[config.mk]
export PLATFORM = sky130hd
export DESIGN_NAME = mips32_mem_arbiter_flat
export DESIGN_NICKNAME = d
export VERILOG_FILES = /design/src/rtl/mips32_mem_arbiter_if.sv /design/src/rtl/mips32_mem_arbiter.sv /design/src/flat_wrapper.sv
export SDC_FILE = /design/constraint.sdc
export NUM_CORES = 1
export LEC_CHECK = 0
export ABC_AREA = 1
export CAP_MARGIN = 20
export CORE_AREA = 2 2 116 118
export DETAILED_ROUTE_END_ITERATION = 16
export DIE_AREA = 0 0 118 120
export GPL_ROUTABILITY_DRIVEN = 0
export PLACE_DENSITY = 0.74
export REMOVE_ABC_BUFFERS = 1
export SYNTH_ARGS = -nofsm -noshare
export SYNTH_HDL_FRONTEND = slang
export SYNTH_SLANG_ARGS = --single-unit
[constraint.sdc]
create_clock -name clk1 -period 3.41 [get_ports clk1]
set_input_delay 0.341 -clock clk1 [delete_from_list [all_inputs] [get_ports clk1]]
set_output_delay 0.341 -clock clk1 [all_outputs]
set_load 0.01 [all_outputs]
[src/rtl/mips32_mem_arbiter_if.sv]
// Bus bundle between the MIPS32 fetch/data requesters, the memory arbiter and the unified memory.
// master: arbiter side. slave: requesters plus memory side.
interface mips32_mem_arbiter_if #(
  parameter int AW = 10,
  parameter int DW = 32
);
  logic          if_req;
  logic [AW-1:0] if_addr;
  logic          if_gnt;
  logic          if_valid;
  logic [DW-1:0] if_rdata;

  logic          d_req;
  logic          d_we;
  logic [AW-1:0] d_addr;
  logic [DW-1:0] d_wdata;
  logic          d_gnt;
  logic          d_valid;
  logic [DW-1:0] d_rdata;

  logic          mem_en;
  logic          mem_we;
  logic [AW-1:0] mem_addr;
  logic [DW-1:0] mem_wdata;
  logic [DW-1:0] mem_rdata;

  modport master (
    input  if_req, if_addr, d_req, d_we, d_addr, d_wdata, mem_rdata,
    output if_gnt, if_valid, if_rdata, d_gnt, d_valid, d_rdata,
    output mem_en, mem_we, mem_addr, mem_wdata
  );

  modport slave (
    output if_req, if_addr, d_req, d_we, d_addr, d_wdata, mem_rdata,
    input  if_gnt, if_valid, if_rdata, d_gnt, d_valid, d_rdata,
    input  mem_en, mem_we, mem_addr, mem_wdata
  );
endinterface

[src/rtl/mips32_mem_arbiter.sv]
// Single-port memory arbiter: MEM-stage data port has priority over IF-stage fetch, one access in flight.
// Define MIPS_ARB_STARVE_EN to add the fetch anti-starvation counter (forces fetch after STARVE_MAX losses).
module mips32_mem_arbiter #(
  parameter int AW         = 10,
  parameter int DW         = 32,
  parameter int MEM_LAT    = 1,
  parameter int STARVE_MAX = 4
) (
  input  logic                 clk1,
  input  logic                 rst,
  mips32_mem_arbiter_if.master bus
);

  if (MEM_LAT < 1 || MEM_LAT > 15) begin : g_bad_lat
    $error("mips32_mem_arbiter: MEM_LAT must be 1..15");
  end
  if (STARVE_MAX < 1 || STARVE_MAX > 7) begin : g_bad_starve
    $error("mips32_mem_arbiter: STARVE_MAX must be 1..7");
  end

  typedef enum logic [1:0] {
    IDLE  = 2'd0,
    ISSUE = 2'd1,
    WAIT  = 2'd2,
    RESP  = 2'd3
  } state_e;

  localparam logic [3:0] WAIT_LOAD = 4'(MEM_LAT - 2);

  state_e        state_q;
  logic          sel_d_q;
  logic          op_we_q;
  logic [3:0]    wait_q;
  logic          if_gnt_q;
  logic          d_gnt_q;
  logic          if_valid_q;
  logic          d_valid_q;
  logic          mem_en_q;
  logic          mem_we_q;
  logic [AW-1:0] mem_addr_q;
  logic [DW-1:0] mem_wdata_q;
  logic [DW-1:0] if_rdata_q;
  logic [DW-1:0] d_rdata_q;

  logic          arb_s;
  logic          win_dp_s;
  logic          win_if_s;
  logic          resp_s;
  logic          starve_hit_s;

`ifdef MIPS_ARB_STARVE_EN
  logic [2:0] starve_q;
  logic [2:0] starve_d;

  assign starve_hit_s = (starve_q == 3'(STARVE_MAX));

  // Count arbitrations fetch loses to data while both request; any fetch win clears it.
  always_comb begin
    starve_d = starve_q;
    if (arb_s && win_if_s) begin
      starve_d = 3'd0;
    end else if (arb_s && win_dp_s && bus.if_req && !starve_hit_s) begin
      starve_d = starve_q + 3'd1;
    end else begin
      starve_d = starve_q;
    end
  end

  // Starvation counter register.
  always_ff @(posedge clk1 or posedge rst) begin
    if (rst) begin
      starve_q <= 3'd0;
    end else begin
      starve_q <= starve_d;
    end
  end
`else
  assign starve_hit_s = 1'b0;
`endif

  assign arb_s  = (state_q == IDLE) || (state_q == RESP);
  assign resp_s = ((state_q == ISSUE) && (MEM_LAT == 1)) ||
                  ((state_q == WAIT) && (wait_q == 4'd0));

  // Winner selection from the request levels seen this cycle.
  always_comb begin
    win_dp_s = 1'b0;
    win_if_s = 1'b0;
    if (bus.d_req && !(bus.if_req && starve_hit_s)) begin
      win_dp_s = 1'b1;
    end else if (bus.if_req) begin
      win_if_s = 1'b1;
    end else begin
      win_dp_s = 1'b0;
      win_if_s = 1'b0;
    end
  end

  // Sequencer with registered handshake and memory strobes.
  always_ff @(posedge clk1 or posedge rst) begin
    if (rst) begin
      state_q     <= IDLE;
      sel_d_q     <= 1'b0;
      op_we_q     <= 1'b0;
      wait_q      <= 4'd0;
      if_gnt_q    <= 1'b0;
      d_gnt_q     <= 1'b0;
      if_valid_q  <= 1'b0;
      d_valid_q   <= 1'b0;
      mem_en_q    <= 1'b0;
      mem_we_q    <= 1'b0;
      mem_addr_q  <= '0;
      mem_wdata_q <= '0;
      if_rdata_q  <= '0;
      d_rdata_q   <= '0;
    end else begin
      if_gnt_q   <= 1'b0;
      d_gnt_q    <= 1'b0;
      if_valid_q <= 1'b0;
      d_valid_q  <= 1'b0;
      mem_en_q   <= 1'b0;
      mem_we_q   <= 1'b0;

      case (state_q)
        IDLE, RESP: begin
          if (win_dp_s) begin
            state_q     <= ISSUE;
            sel_d_q     <= 1'b1;
            op_we_q     <= bus.d_we;
            d_gnt_q     <= 1'b1;
            mem_en_q    <= 1'b1;
            mem_we_q    <= bus.d_we;
            mem_addr_q  <= bus.d_addr;
            mem_wdata_q <= bus.d_wdata;
          end else if (win_if_s) begin
            state_q    <= ISSUE;
            sel_d_q    <= 1'b0;
            op_we_q    <= 1'b0;
            if_gnt_q   <= 1'b1;
            mem_en_q   <= 1'b1;
            mem_addr_q <= bus.if_addr;
          end else begin
            state_q <= IDLE;
          end
        end
        ISSUE: begin
          if (MEM_LAT == 1) begin
            state_q <= RESP;
          end else begin
            state_q <= WAIT;
            wait_q  <= WAIT_LOAD;
          end
        end
        WAIT: begin
          if (wait_q == 4'd0) begin
            state_q <= RESP;
          end else begin
            wait_q <= wait_q - 4'd1;
          end
        end
        default: begin
          state_q <= IDLE;
        end
      endcase

      // Completion: stores pulse d_valid but leave the load data register untouched.
      if (resp_s) begin
        if (sel_d_q) begin
          d_valid_q <= 1'b1;
          if (!op_we_q) begin
            d_rdata_q <= bus.mem_rdata;
          end
        end else begin
          if_valid_q <= 1'b1;
          if_rdata_q <= bus.mem_rdata;
        end
      end
    end
  end

  assign bus.if_gnt    = if_gnt_q;
  assign bus.if_valid  = if_valid_q;
  assign bus.if_rdata  = if_rdata_q;
  assign bus.d_gnt     = d_gnt_q;
  assign bus.d_valid   = d_valid_q;
  assign bus.d_rdata   = d_rdata_q;
  assign bus.mem_en    = mem_en_q;
  assign bus.mem_we    = mem_we_q;
  assign bus.mem_addr  = mem_addr_q;
  assign bus.mem_wdata = mem_wdata_q;

endmodule

[src/flat_wrapper.sv]
// flat-port wrapper written by rule: the top's interface ports become plain ports
module mips32_mem_arbiter_flat 
#(
  parameter int AW         = 10,
  parameter int DW         = 32,
  parameter int MEM_LAT    = 1,
  parameter int STARVE_MAX = 4
)
  (clk1, rst, bus_if_req, bus_if_addr, bus_d_req, bus_d_we, bus_d_addr, bus_d_wdata, bus_mem_rdata, bus_if_gnt, bus_if_valid, bus_if_rdata, bus_d_gnt, bus_d_valid, bus_d_rdata, bus_mem_en, bus_mem_we, bus_mem_addr, bus_mem_wdata);
  mips32_mem_arbiter_if #(.AW(AW), .DW(DW)) bus_i ();
  input  logic clk1;
  input  logic rst;
  input wire logic [$bits(bus_i.if_req)-1:0] bus_if_req;
  input wire logic [$bits(bus_i.if_addr)-1:0] bus_if_addr;
  input wire logic [$bits(bus_i.d_req)-1:0] bus_d_req;
  input wire logic [$bits(bus_i.d_we)-1:0] bus_d_we;
  input wire logic [$bits(bus_i.d_addr)-1:0] bus_d_addr;
  input wire logic [$bits(bus_i.d_wdata)-1:0] bus_d_wdata;
  input wire logic [$bits(bus_i.mem_rdata)-1:0] bus_mem_rdata;
  output wire logic [$bits(bus_i.if_gnt)-1:0] bus_if_gnt;
  output wire logic [$bits(bus_i.if_valid)-1:0] bus_if_valid;
  output wire logic [$bits(bus_i.if_rdata)-1:0] bus_if_rdata;
  output wire logic [$bits(bus_i.d_gnt)-1:0] bus_d_gnt;
  output wire logic [$bits(bus_i.d_valid)-1:0] bus_d_valid;
  output wire logic [$bits(bus_i.d_rdata)-1:0] bus_d_rdata;
  output wire logic [$bits(bus_i.mem_en)-1:0] bus_mem_en;
  output wire logic [$bits(bus_i.mem_we)-1:0] bus_mem_we;
  output wire logic [$bits(bus_i.mem_addr)-1:0] bus_mem_addr;
  output wire logic [$bits(bus_i.mem_wdata)-1:0] bus_mem_wdata;
  assign bus_i.if_req = bus_if_req;
  assign bus_i.if_addr = bus_if_addr;
  assign bus_i.d_req = bus_d_req;
  assign bus_i.d_we = bus_d_we;
  assign bus_i.d_addr = bus_d_addr;
  assign bus_i.d_wdata = bus_d_wdata;
  assign bus_i.mem_rdata = bus_mem_rdata;
  assign bus_if_gnt = bus_i.if_gnt;
  assign bus_if_valid = bus_i.if_valid;
  assign bus_if_rdata = bus_i.if_rdata;
  assign bus_d_gnt = bus_i.d_gnt;
  assign bus_d_valid = bus_i.d_valid;
  assign bus_d_rdata = bus_i.d_rdata;
  assign bus_mem_en = bus_i.mem_en;
  assign bus_mem_we = bus_i.mem_we;
  assign bus_mem_addr = bus_i.mem_addr;
  assign bus_mem_wdata = bus_i.mem_wdata;
  mips32_mem_arbiter #(.AW(AW), .DW(DW), .MEM_LAT(MEM_LAT), .STARVE_MAX(STARVE_MAX)) u_core (.clk1(clk1), .rst(rst), .bus(bus_i));
endmodule
**Yosys cells after proc, flatten, opt, wreduce, memory -nomap -nowiden**

Index checks and enable logic that the tools add are counted.

- Register bits: 120
- Input bits: 89
- Output and inout port bits: 112
- Word-level logic and storage cells: 58

- Add/sub/neg operators: 1
- Equal/unequal tests: 4
- Mux-type cells: 25
- Bitwise gates (word level): 3
- Reductions and logical operators: 11

Operators by type and width:

| operator | count |
|---|---|
| 1-bit 2-to-1 mux | 20 |
| 10-bit 2-to-1 mux | 2 |
| 2-bit AND reduction | 4 |
| 2-bit case mux with 3 select lines | 1 |
| 2-bit == test (second input constant) | 2 |
| 4-bit zero test | 1 |
| 2-bit 2-to-1 mux | 2 |
| 4-bit by 1-bit subtractor with 4-bit output (second input constant) | 1 |
| 1-bit inverter | 3 |
| 3-bit AND reduction | 1 |
| 2-bit by 1-bit == test with 1-bit output (second input constant) | 1 |
| 2-bit zero test | 1 |
| 2-bit inequality test (second input constant) | 1 |
| 2-bit nonzero test | 1 |
| 2-bit OR reduction | 1 |
| 1-bit logical AND | 1 |
| 1-bit logical OR | 1 |

**Depth between registers and ports, before layout**

Gate-level depths: netlist (run 1).

- Word-level depth: 5
- Mapped depth: 9
- Depth with buffers taken out: 8

**Least setup slack after synthesis (run 1)**

Ideal clock, no wire load.

- Path kind: register to register
- Start point: register u_core.state_q[0]
- End point: register u_core.mem_wdata_q[0] (netlist: u_core.bus.mem_wdata[0])
- Library setup time: 0.116 ns
- Data arrival time: 1.259 ns
- Data required time: 3.294 ns
- Setup slack: 2.035 ns
- Stages on the path, launching flop included: 8
- Buffers on the path: 1
- Clock period less this slack: 1.375 ns
- Cell sequence: dfrtp_1 inv_1 ha_1 nand2_1 inv_1 buf_2 nand2_1 nand2_1

- Longest elaborated chain between the ends: 3
- Elaborated cells on any way between the ends: 4
- Classes of those cells: 1 x eq/ne; 3 x reduce/logical

Ends and longest elaborated chain:

| what | line | RTL |
|---|---|---|
| from (decl) | mips32_mem_arbiter.sv:30 | `state_e state_q;` |
| from (signal assigned) | mips32_mem_arbiter.sv:102 | `state_q <= IDLE;` |
| from (signal assigned) | mips32_mem_arbiter.sv:127 | `state_q <= ISSUE;` |
| from (signal assigned) | mips32_mem_arbiter.sv:136 | `state_q <= ISSUE;` |
| 2-bit == test / 2-bit zero test (equally long branches) | n/a |  |
| 2-bit OR reduction * | mips32_mem_arbiter.sv:124 | `case (state_q)` |
| 2-bit AND reduction (no line) * | n/a |  |
| to (signal assigned) | mips32_mem_arbiter.sv:134 | `mem_wdata_q <= bus.d_wdata;` |
| to (decl) | mips32_mem_arbiter.sv:41 | `logic [DW-1:0] mem_wdata_q;` |

Every way passes the cells marked *; elsewhere a longest branch is shown, timed or not.
A chain may end at the register's enable or synchronous reset.

**Final worst setup path (run 1)**

- Start point: register u_core.op_we_q
- End point: register u_core.d_rdata_q[27] (netlist: u_core.bus.d_rdata[27])

- Longest elaborated chain between the ends: 2

Ends and longest elaborated chain:

| what | line | RTL |
|---|---|---|
| from (decl) | mips32_mem_arbiter.sv:32 | `logic op_we_q;` |
| from (signal assigned) | mips32_mem_arbiter.sv:129 | `op_we_q <= bus.d_we;` |
| 1-bit inverter (no line) | n/a |  |
| 3-bit AND reduction (no line) | n/a |  |
| to (signal assigned) | mips32_mem_arbiter.sv:171 | `d_rdata_q <= bus.mem_rdata;` |
| to (decl) | mips32_mem_arbiter.sv:43 | `logic [DW-1:0] d_rdata_q;` |

Every way passes these cells.

==> results of run 1 <==
## final timing paths
path	depth (start not counted)	start	slack, ps	endpoint
worst min register to register	2	u_core.bus.d_rdata[25]	470	u_core.bus.d_rdata[25]
worst max register to register	4	u_core.op_we_q	1060	u_core.bus.d_rdata[27]
max in group asynchronous	3	rst	2220	u_core.bus.d_rdata[10]
min in group clk1	3	bus_d_wdata[12]	470	u_core.bus.mem_wdata[12]
worst max-delay path	4	u_core.op_we_q	1060	u_core.bus.d_rdata[27]
worst min-delay path	2	rst	380	u_core.bus.mem_wdata[26]
## cell usage in the layout (no fill, tap or decap), types with 2 or more instances in the layout
cell | Yosys | routed
a21oi_1 | 11 | 11
buf_4 | 0 | 4
bufinv_16 | 0 | 4
clkbuf_1 | 9 | 4
clkbuf_16 | 0 | 17
clkbuf_8 | 0 | 3
clkdlybuf4s50_1 | 0 | 200
clkinv_2 | 0 | 3
dfrtp_1 | 120 | 120
ha_1 | 3 | 3
inv_1 | 12 | 11
inv_4 | 1 | 2
mux2i_1 | 10 | 10
nand2_1 | 268 | 268
nand2_4 | 2 | 2
nand3_2 | 2 | 2
nand4_1 | 32 | 32
nor2_1 | 14 | 14
o21ai_0 | 5 | 5
## sequential cells by signal, indices dropped and copies added (netlist names)
| register | cells |
|---|---|
| u_core.state_q | 2 |
| u_core.bus.if_gnt | 1 |
| u_core.op_we_q | 1 |
| u_core.bus.mem_addr | 10 |
| u_core.bus.if_valid | 1 |
| u_core.bus.mem_en | 1 |
| u_core.bus.mem_we | 1 |
| u_core.bus.d_rdata | 32 |
| u_core.sel_d_q | 1 |
| u_core.wait_q | 4 |
| u_core.bus.mem_wdata | 32 |
| u_core.bus.d_valid | 1 |
| u_core.bus.d_gnt | 1 |
| u_core.bus.if_rdata | 32 |
## final cells by class
type                    count  area share (%)
clock buffers              24           6.406
clock inverters             8           1.897
inverters                  14          0.7654
multi-input cells         353           20.78
flip-flops and latches    120           39.93
well taps                 176           2.928
repair buffers            205           27.29
## cell families after synthesis
family / share of synthesized area (%)
compound gates: 1.992
xor+xnor: 0.3670
fa+ha+maj: 0.7865
buf+inv: 4.351
flops: 62.91
mux: 2.097
simple gates: 27.50
## critical path, cell delays in order, from the launching register on
cell	delay, ps
dfrtp_1	340
clkinv_1	790
nand3_2	910
nand2_1	130
nand2_1	100
## routing by layer
| metal | vias up | part of all wire, % | global-route usage [%] | wire, um |
|---|---|---|---|---|
| li1 | 2024 | - | - | - |
| met1 | 2022 | 40 | 21.79 | 5271 |
| met2 | 193 | 48 | 31.54 | 6322 |
| met3 | 19 | 9.8 | 8.650 | 1285 |
| met4 | 0 | 2.1 | 7.907 | 272 |
| met5 | - | 0 | 0 | 0 |
## report_power, final
group          switching [mW]  internal [mW]  total [mW]
sequential              0.391           2.10        2.49
clock                   0.606           1.28        1.88
combinational            1.63           1.57        3.20
total                    2.63           4.94        7.57
## per-stage QoR
stage               cell area (um^2)  setup slack [ps]  hold slack [ps]
floorplan                       4621            -116.8            406.5
global placement                6895              1274            457.8
detailed placement              6895              1091            462.3
CTS                             7520              1035            402.0
global route                    7520             905.3            449.2
finish                          7520              1057            383.8
==> key figures, run 1 <==
Timing
  – F_max: between 400 and 500 MHz
  – Slew headroom: between 30% and 40%
  – Final hold vios: 0
  – RSZ-0062 raised after global routing: no
  – Clock Skews: 8.548 ps
  – Final Max Tran Viols: 0
  – Crit path time final: 2353 ps
  – Fin crit share: ~69%
  – Final setup fails: 0
  – Slew @ Worst Pin: between 1000 and 1500 ps
  – Setup TNS: 0 ps

Setup path
  – CP arrival: 2690 ps
  – Crit-path max FO: 34
  – Critical path class: flip-flop to flip-flop
  – Critical Path RT: roughly 3800 ps
  – Worst Setup Start Kind: flip-flop
  – Crit path capture type: flip-flop

Routing
  – Wire per inst: approximately 15 um
  – Final ANT Viol Nets: 0
  – Initial detailed-routing violation count: about 270
  – DR pass1 iterations: 4
  – Via-per-instance ratio: ~4.7
  – DRC violations left: 0
  – Routed via count: 4258
  – DRT Wirelength: 13.15 mm

Synth
  – Gate Count Post-Synth: between 500 and 600
  – Top cell type's share of synthesized area: a little over three fifths
  – Synth area leaders: dfrtp_1 63%, nand2_1 21%, nand4_1 4.2%
  – EDFF count, synth: 0
  – Post-synth ARST share: 100.0%
  – Synthesized area: about 4800 um^2
  – Yosys warns: 0
  – Top cells by count, synth: 268 x nand2_1, 120 x dfrtp_1, 32 x nand4_1, 16 x buf_2, 14 x nor2_1
  – Post-synth top area cell: dfrtp_1
  – Synth unique cells: 23
  – Share of the yosys chip area belonging to registers: between 60% and 70%
  – Yosys reg bits: between 100 and 150
  – Predominant post-synthesis flop cell: dfrtp_1
  – Avg Synthesized Cell Area: around 9 um^2
  – Most frequent cell after synthesis: nand2_1

Job
  – Maxcap violations: 0

Finish
  – Area Growth Syn to Fin: 57.54%
  – Fillers: approximately 1100
  – Reg area: ~3000 um^2
  – Finished Layout Cells: 900
  – Util after Layout: 57.93%
  – Share of layout cells above drive strength 1: under 10%
  – Area of the multi-input gates: ~1600 um^2
  – Ant diodes: 0
  – Final Net Count: 803

Worst hold path
  – Tightest Hold Check Type: input port to asynchronous set/reset pin

Die
  – Chip Height: 120 um
  – Io pins: about 200
  – Die area: between 10000 and 15000 um^2
  – Die width: 118 um
  – Row cnt: 42
  – Initial Util: 36.77%
  – Core area: about 13000 um^2

GRT
  – Largest net degree at the start of global routing: between 70 and 80
  – Global Route Usage Sum: between 10% and 20%
  – Initial antenna violation count: 0
  – First-pass GRT wire length: 21.33 mm
  – Global route total overflow: 0
  – Vias in the first global route: about 4300

Clocking
  – Cts bufs inserted: 17
  – Clock Pin Slew Worst Setup and Hold Paths: around 50 ps
  – CTS Hold Bufs: 0
  – Cts repair resizes: 0
  – Root Buffer: clkbuf_16
  – H-tree Lvls: 4
  – Clk_lat worst skew: slightly above 400 ps
  – CTS Buffer Depth: 2
  – Postcts setup bufs: 0
  – CTS tree: done
  – CTS Sinks: 120

Placement
  – Placed Cells: approximately 870
  – I/O Buffers: 200
  – Half-perimeter wire length after placement: ~9 mm

Pwr
  – Worst vdd ir: 0.3859 mV
  – LEAKAGE: around 3.6 nW
  – Power Total: between 7 and 8 mW
  – PwrDens: slightly above 1000 nW/um^2

Run status
  – Status: complete, no violations
Power figures use the tool's default switching activity.
==> inputs of run 2 (changes only) <==
--- a/config.mk
+++ b/config.mk
@@ -7,11 +7,11 @@
 export LEC_CHECK = 0
 export ABC_AREA = 1
 export CAP_MARGIN = 20
-export CORE_AREA = 2 2 116 118
+export CORE_AREA = 2 2 109 111
 export DETAILED_ROUTE_END_ITERATION = 16
-export DIE_AREA = 0 0 118 120
+export DIE_AREA = 0 0 111 113
 export GPL_ROUTABILITY_DRIVEN = 0
-export PLACE_DENSITY = 0.74
+export PLACE_DENSITY = 0.79
 export REMOVE_ABC_BUFFERS = 1
 export SYNTH_ARGS = -nofsm -noshare
 export SYNTH_HDL_FRONTEND = slang
==> constraint.sdc (replaced) <==
create_clock -name clk1 -period 2.36 [get_ports clk1]
set_input_delay 0.236 -clock clk1 [delete_from_list [all_inputs] [get_ports clk1]]
set_output_delay 0.236 -clock clk1 [all_outputs]
set_load 0.01 [all_outputs]
==> key figures, run 2 (same netlist as run 1, synthesis figures left out) <==
Clocking
  – Cts bufs inserted: 17 (unchanged)
  – CTS Hold Bufs: 0 (unchanged)
  – Root Buffer: clkbuf_16
  – CTS Sinks: 120 (unchanged)
  – Clk_lat worst skew: 410 ps (about the same)
  – Clock Pin Slew Worst Setup and Hold Paths: 60 ps (about the same)
  – Cts repair resizes: 0 (unchanged)
  – CTS Buffer Depth: 2 (unchanged)
  – CTS tree: done
  – H-tree Lvls: 4 (unchanged)
  – Postcts setup bufs: 0 (unchanged)

GRT
  – Largest net degree at the start of global routing: 57 (-20%)
  – First-pass GRT wire length: 21.54 mm (+0.97%)
  – Global route total overflow: 0 (unchanged)
  – Initial antenna violation count: 0 (unchanged)
  – Global Route Usage Sum: 21.46% (+2.3 points)
  – Vias in the first global route: 4441 (+3.5%)

Die
  – Chip Height: 113 um (-5.8%)
  – Die area: 12540 um^2 (-11%)
  – Die width: 111 um (-5.9%)
  – Core area: 11270 um^2 (-13%)
  – Io pins: 201 (unchanged)
  – Initial Util: 42.35% (+5.6 points)
  – Row cnt: 39 (-7.1%)

Timing
  – Fin crit share: 77.04% (+8.0 points)
  – Final Max Tran Viols: 0 (unchanged)
  – Clock Skews: 13.32 ps (+4.772 ps)
  – Final Hold Slack: 165.1 ps (-218.7 ps)
  – Slew headroom: 37.80% (+6.2 points)
  – Final hold vios: 0 (unchanged)
  – Final setup fails: 0 (unchanged)
  – Setup ws final: 541.9 ps (-515.4 ps)
  – Crit path time final: 1818 ps (-534.6 ps)
  – Slew @ Worst Pin: 932.0 ps (-87.85 ps)
  – Setup TNS: 0 ps (unchanged)
  – F_max: 550.0 MHz (+29%)
  – RSZ-0062 raised after global routing: no

Placement
  – Half-perimeter wire length after placement: 8.885 mm (-1.7%)
  – I/O Buffers: 200 (unchanged)
  – Placed Cells: 839 (-3.3%)
  – Pre-CTS setup slack: 514.9 ps (-576.4 ps)
  – Placed inst area: 6897 um^2 (about the same)

Routing
  – Final ANT Viol Nets: 0 (unchanged)
  – Via-per-instance ratio: 4.989 (+5.4%)
  – Wire per inst: 14.85 um (+1.6%)
  – DRC violations left: 0 (unchanged)
  – DRT Wirelength: 12.93 mm (-1.7%)
  – Routed via count: 4345 (+2.0%)
  – DR pass1 iterations: 4 (unchanged)
  – Initial detailed-routing violation count: 335 (+22%)

Finish
  – Area of the multi-input gates: 1563 um^2 (unchanged)
  – Final Cell Area: 7576 um^2 (+0.75%)
  – Final Net Count: 807 (+0.50%)
  – Area Growth Syn to Fin: 58.72%
  – Util after Layout: 67.21% (+9.3 points)
  – Finished Layout Cells: 871 (-3.2%)
  – Reg area: 3003 um^2 (unchanged)
  – Commonest non-fill, non-tap cells in the layout: 268 x nand2_1, 200 x clkdlybuf4s50_1, 120 x dfrtp_1, 32 x nand4_1, 17 x clkbuf_16
  – Fillers: 869 (-21%)
  – Share of layout cells above drive strength 1: 6.456% (+0.79 points)
  – Most common cell after layout, fill and taps aside: nand2_1
  – Ant diodes: 0 (unchanged)

Setup path
  – Worst Setup Start Kind: flip-flop
  – Critical Path RT: 2700 ps (-1050 ps)
  – Crit-path max FO: 33 (-2.9%)
  – CP arrival: 2160 ps (-530 ps)
  – Most used cell, CP: nand2_1
  – Critical path class: flip-flop to flip-flop
  – Worst path bufs/invs: 2 (+1)
  – CP Cell Sequence: inv_1 > ha_1 > nand2_1 > inv_1 > nand2_1 > nand2_1
  – Max stage delay cell, worst path: inv_1
  – Kind of cell adding the most delay to the critical path: buffers and inverters
  – Delay of the slowest critical-path stage: 670 ps (-240 ps)
  – Crit path capture type: flip-flop

Worst hold path
  – Tightest Hold Check Type: input port to asynchronous set/reset pin

Pwr
  – PwrDens: 1480 nW/um^2 (+47%)
  – Power Total: 11.21 mW (+48%)
  – LEAKAGE: 3.682 nW (+0.95%)
  – Worst vdd ir: 0.7415 mV (+92%)

Run status
  – Status: complete, no violations

Job
  – Maxcap violations: 0 (unchanged)
==> run 2: worst reg2reg max path: cells and delay by family, from the launching register on <==
family	cells	cell delay (ps)
buffers and inverters	2	730
adders and majority gates	1	330
DFF	1	370
and+or+nand+nor	3	330
==> run 2: report_power, final <==
part | switching [mW] | internal [mW] | total [mW] | leakage [nW]
Clock | 0.902 | 2.04 | 2.94 | 0.316
Combinational | 2.43 | 2.30 | 4.74 | 1.89
Sequential | 0.504 | 3.03 | 3.54 | 1.47
==> run 2: worst paths after layout <==
check                                      start                        to  slack [ps]  depth (start not counted)
setup / recovery               u_core.state_q[0]  u_core.bus.mem_wdata[21]         540                          6
hold / removal                               rst    u_core.bus.mem_addr[4]         170                          2
setup reg to reg               u_core.state_q[0]  u_core.bus.mem_wdata[21]         540                          6
hold reg to reg            u_core.bus.d_rdata[6]     u_core.bus.d_rdata[6]         470                          2
max in group asynchronous                    rst    u_core.bus.d_rdata[23]        1580                          3
min in group clk1                 bus_d_wdata[9]   u_core.bus.mem_wdata[9]         360                          3
==> run 2: metal layers <==
layer  GRT usage (%)  up-vias  part of all wire [%]
met5               0        -                     0
met4           7.750        0                   1.2
met3           7.338       15                   8.7
met2           33.87      205                    47
met1           27.81     2084                    43
li1                -     2041                     -
==> run 2: cell type report <==
type	instances	share of cell area, %
sequential	120	39.64
timing repair buffer	209	27.65
multi-input combinational	353	20.63
clock buffer	21	6.078
clock inverter	11	2.890
tap	143	2.362
inverter	14	0.7597
==> inputs of run 3 (changes only) <==
==> constraint.sdc (replaced) <==
create_clock -name clk1 -period 1.9 [get_ports clk1]
set_input_delay 0.19 -clock clk1 [delete_from_list [all_inputs] [get_ports clk1]]
set_output_delay 0.19 -clock clk1 [all_outputs]
set_load 0.01 [all_outputs]
==> key figures, run 3 (same netlist as run 1, synthesis figures left out) <==
Run status
  – Status: complete, no violations

GRT
  – Vias in the first global route: 4406 (-0.79%)
  – First-pass GRT wire length: 21.26 mm (-1.3%)
  – Global route total overflow: 0 (unchanged)
  – Global Route Usage Sum: 21.07% (-0.39 points)
  – Initial antenna violation count: 0 (unchanged)
  – Largest net degree at the start of global routing: 70 (+23%)

Routing
  – DRC violations left: 0 (unchanged)
  – DRT Wirelength: 13.19 mm (+2.0%)
  – Via-per-instance ratio: 4.979 (-0.18%)
  – Routed via count: 4352 (+0.16%)
  – Wire per inst: 15.09 um (+1.6%)
  – Final ANT Viol Nets: 0 (unchanged)
  – Initial detailed-routing violation count: 413 (+23%)
  – DR pass1 iterations: 5 (+1)

Setup path
  – CP arrival: 1880 ps (-280 ps)
  – Max stage delay cell, worst path: dfrtp_1
  – Crit-path max FO: 32 (-3.0%)
  – Worst Setup Start Kind: flip-flop
  – Reg2reg setup slack: 350 ps (-190 ps)
  – Worst reg-to-reg path cell count: 8 (+2)
  – Delay of the slowest critical-path stage: 350 ps (-320 ps)
  – FF-to-FF Start: u_core.state_q[0]
  – R2R Path End: u_core.bus.if_rdata[7]
  – Critical Path RT: 2230 ps (-470 ps)
  – Crit path capture type: flip-flop
  – Critical path class: flip-flop to flip-flop
  – CP Cell Sequence: inv_1 > ha_1 > nand3_2 > nand2_4 > nand2_4 > buf_4 > nand2_1 > nand2_1

Timing
  – Slew @ Worst Pin: 383.3 ps (-548.7 ps)
  – Final setup fails: 0 (unchanged)
  – Setup TNS: 0 ps (unchanged)
  – Crit path time final: 1550 ps (-268.3 ps)
  – Setup ws final: 350.2 ps (-191.7 ps)
  – F_max: 645.2 MHz (+17%)
  – Final hold vios: 0 (unchanged)
  – Fin crit share: 81.57% (+4.5 points)
  – Clock Skews: 5.701 ps (-7.619 ps)
  – Slew headroom: 74.44% (+37 points)
  – RSZ-0062 raised after global routing: no
  – Final Max Tran Viols: 0 (unchanged)

Clocking
  – CTS Buffer Depth: 2 (unchanged)
  – H-tree Lvls: 4 (unchanged)
  – Clock Pin Slew Worst Setup and Hold Paths: 50 ps (about the same)
  – CTS Hold Bufs: 0 (unchanged)
  – CTS tree: done
  – Cts repair resizes: 0 (unchanged)
  – CTS Sinks: 120 (unchanged)
  – Clk_lat worst skew: 400 ps (about the same)
  – Postcts setup bufs: 0 (unchanged)
  – Cts bufs inserted: 17 (unchanged)
  – Root Buffer: clkbuf_16

Die
  – Die area: 12540 um^2 (unchanged)
  – Chip Height: 113 um (unchanged)
  – Initial Util: 42.35% (unchanged)
  – Row cnt: 39 (unchanged)
  – Core area: 11270 um^2 (unchanged)
  – Die width: 111 um (unchanged)
  – Io pins: 201 (unchanged)

Placement
  – Pre-CTS setup slack: 277.7 ps (-237.2 ps)
  – Half-perimeter wire length after placement: 8.928 mm (+0.48%)
  – I/O Buffers: 200 (unchanged)

Pwr
  – Sw frac: 35.09% (+0.86 points)
  – P_sw: 4.782 mW (+25%)
  – Reg power frac: 32.6% (+1.1 points)
  – Comb pwr share: 44.0% (+1.8 points)
  – Clock power frac: 23.4% (-2.8 points)
  – Cell internal pwr: 8.847 mW (+20%)
  – Worst vdd ir: 0.9424 mV (+27%)
  – LEAKAGE: 3.679 nW (about the same)
  – PwrDens: 1809 nW/um^2 (+22%)

Job
  – Maxcap violations: 0 (unchanged)

Finish
  – Most common cell after layout, fill and taps aside: nand2_1
  – Fillers: 875 (+0.69%)
  – Final Net Count: 810 (+0.37%)
  – Area Growth Syn to Fin: 57.85%
  – Share of layout cells above drive strength 1: 6.566% (+0.11 points)
  – Ant diodes: 0 (unchanged)
  – Commonest non-fill, non-tap cells in the layout: 268 x nand2_1, 200 x clkdlybuf4s50_1, 120 x dfrtp_1, 32 x nand4_1, 17 x clkbuf_16

Worst hold path
  – Tightest Hold Check Type: input port to asynchronous set/reset pin
run 3: cell types whose count changed in the layout (fill, tap and decap cells not counted), sizes merged:
cell	previous run	this run
buf	9	12
bufinv	6	3
clkbuf	21	23
clkinv	2	6
clkinvlp	4	1
run 3: through the flow:
stage               hold WS [ps]  util, %  instance area, um^2  power [mW]  instances
floorplan                  255.5        -                 4621       6.939        487
global placement           453.8    61.61                 6944       10.24        842
detailed placement         458.2    61.61                 6944       10.45        842
CTS                        231.7    66.84                 7535       13.72        874
global route               253.3    66.84                 7535       14.43        874
finish                     231.2    66.84                 7535       13.63        874
run 3: power groups by stage:
stage                     Combinational [mW]  Clock [mW]  Sequential (mW)
after floorplan                         1.95           0             4.98
after global placement                  5.83           0             4.41
after detailed placement                6.01           0             4.44
after CTS                               6.03        3.24             4.45
after global routing                    6.48        3.37             4.57
final                                   5.99        3.19             4.45
run 3: metal layers:
metal	GRT usage, %	vias to the layer above	routed length (um)
met5	0	-	0
met4	6.917	0	116
met3	6.160	10	1010
met2	33.87	215	6355
met1	27.78	2095	5705
li1	-	2032	-
run 3: worst max path at each step:
stage,start,endpoint
after CTS,u_core.state_q[0],u_core.bus.if_rdata[7]
after floorplan,rst,u_core.bus.d_gnt
final,u_core.state_q[0],u_core.bus.if_rdata[7]
after detailed placement,bus_d_req,u_core.bus.mem_wdata[18]
after global routing,u_core.state_q[0],u_core.bus.mem_wdata[19]
after global placement,bus_d_req,u_core.bus.mem_wdata[28]
run 3: final cells by class:
| cell class | count | area (um^2) | share of cell area [%] |
|---|---|---|---|
| sequential | 120 | 3003 | 39.85 |
| multi-input combinational | 353 | 1563 | 20.74 |
| tap | 143 | 178.9 | 2.375 |
| clock buffer | 23 | 467.9 | 6.211 |
| timing repair buffer | 212 | 2142 | 28.43 |
| inverter | 14 | 57.56 | 0.7639 |
| clock inverter | 9 | 122.6 | 1.627 |
run 3: worst max-delay path: cells and delay by family, from the launching register on:
family / cells / cell delay (ps)
buf+inv: 2 / 400
flops: 1 / 350
fa+ha+maj: 1 / 240
simple gates: 5 / 490
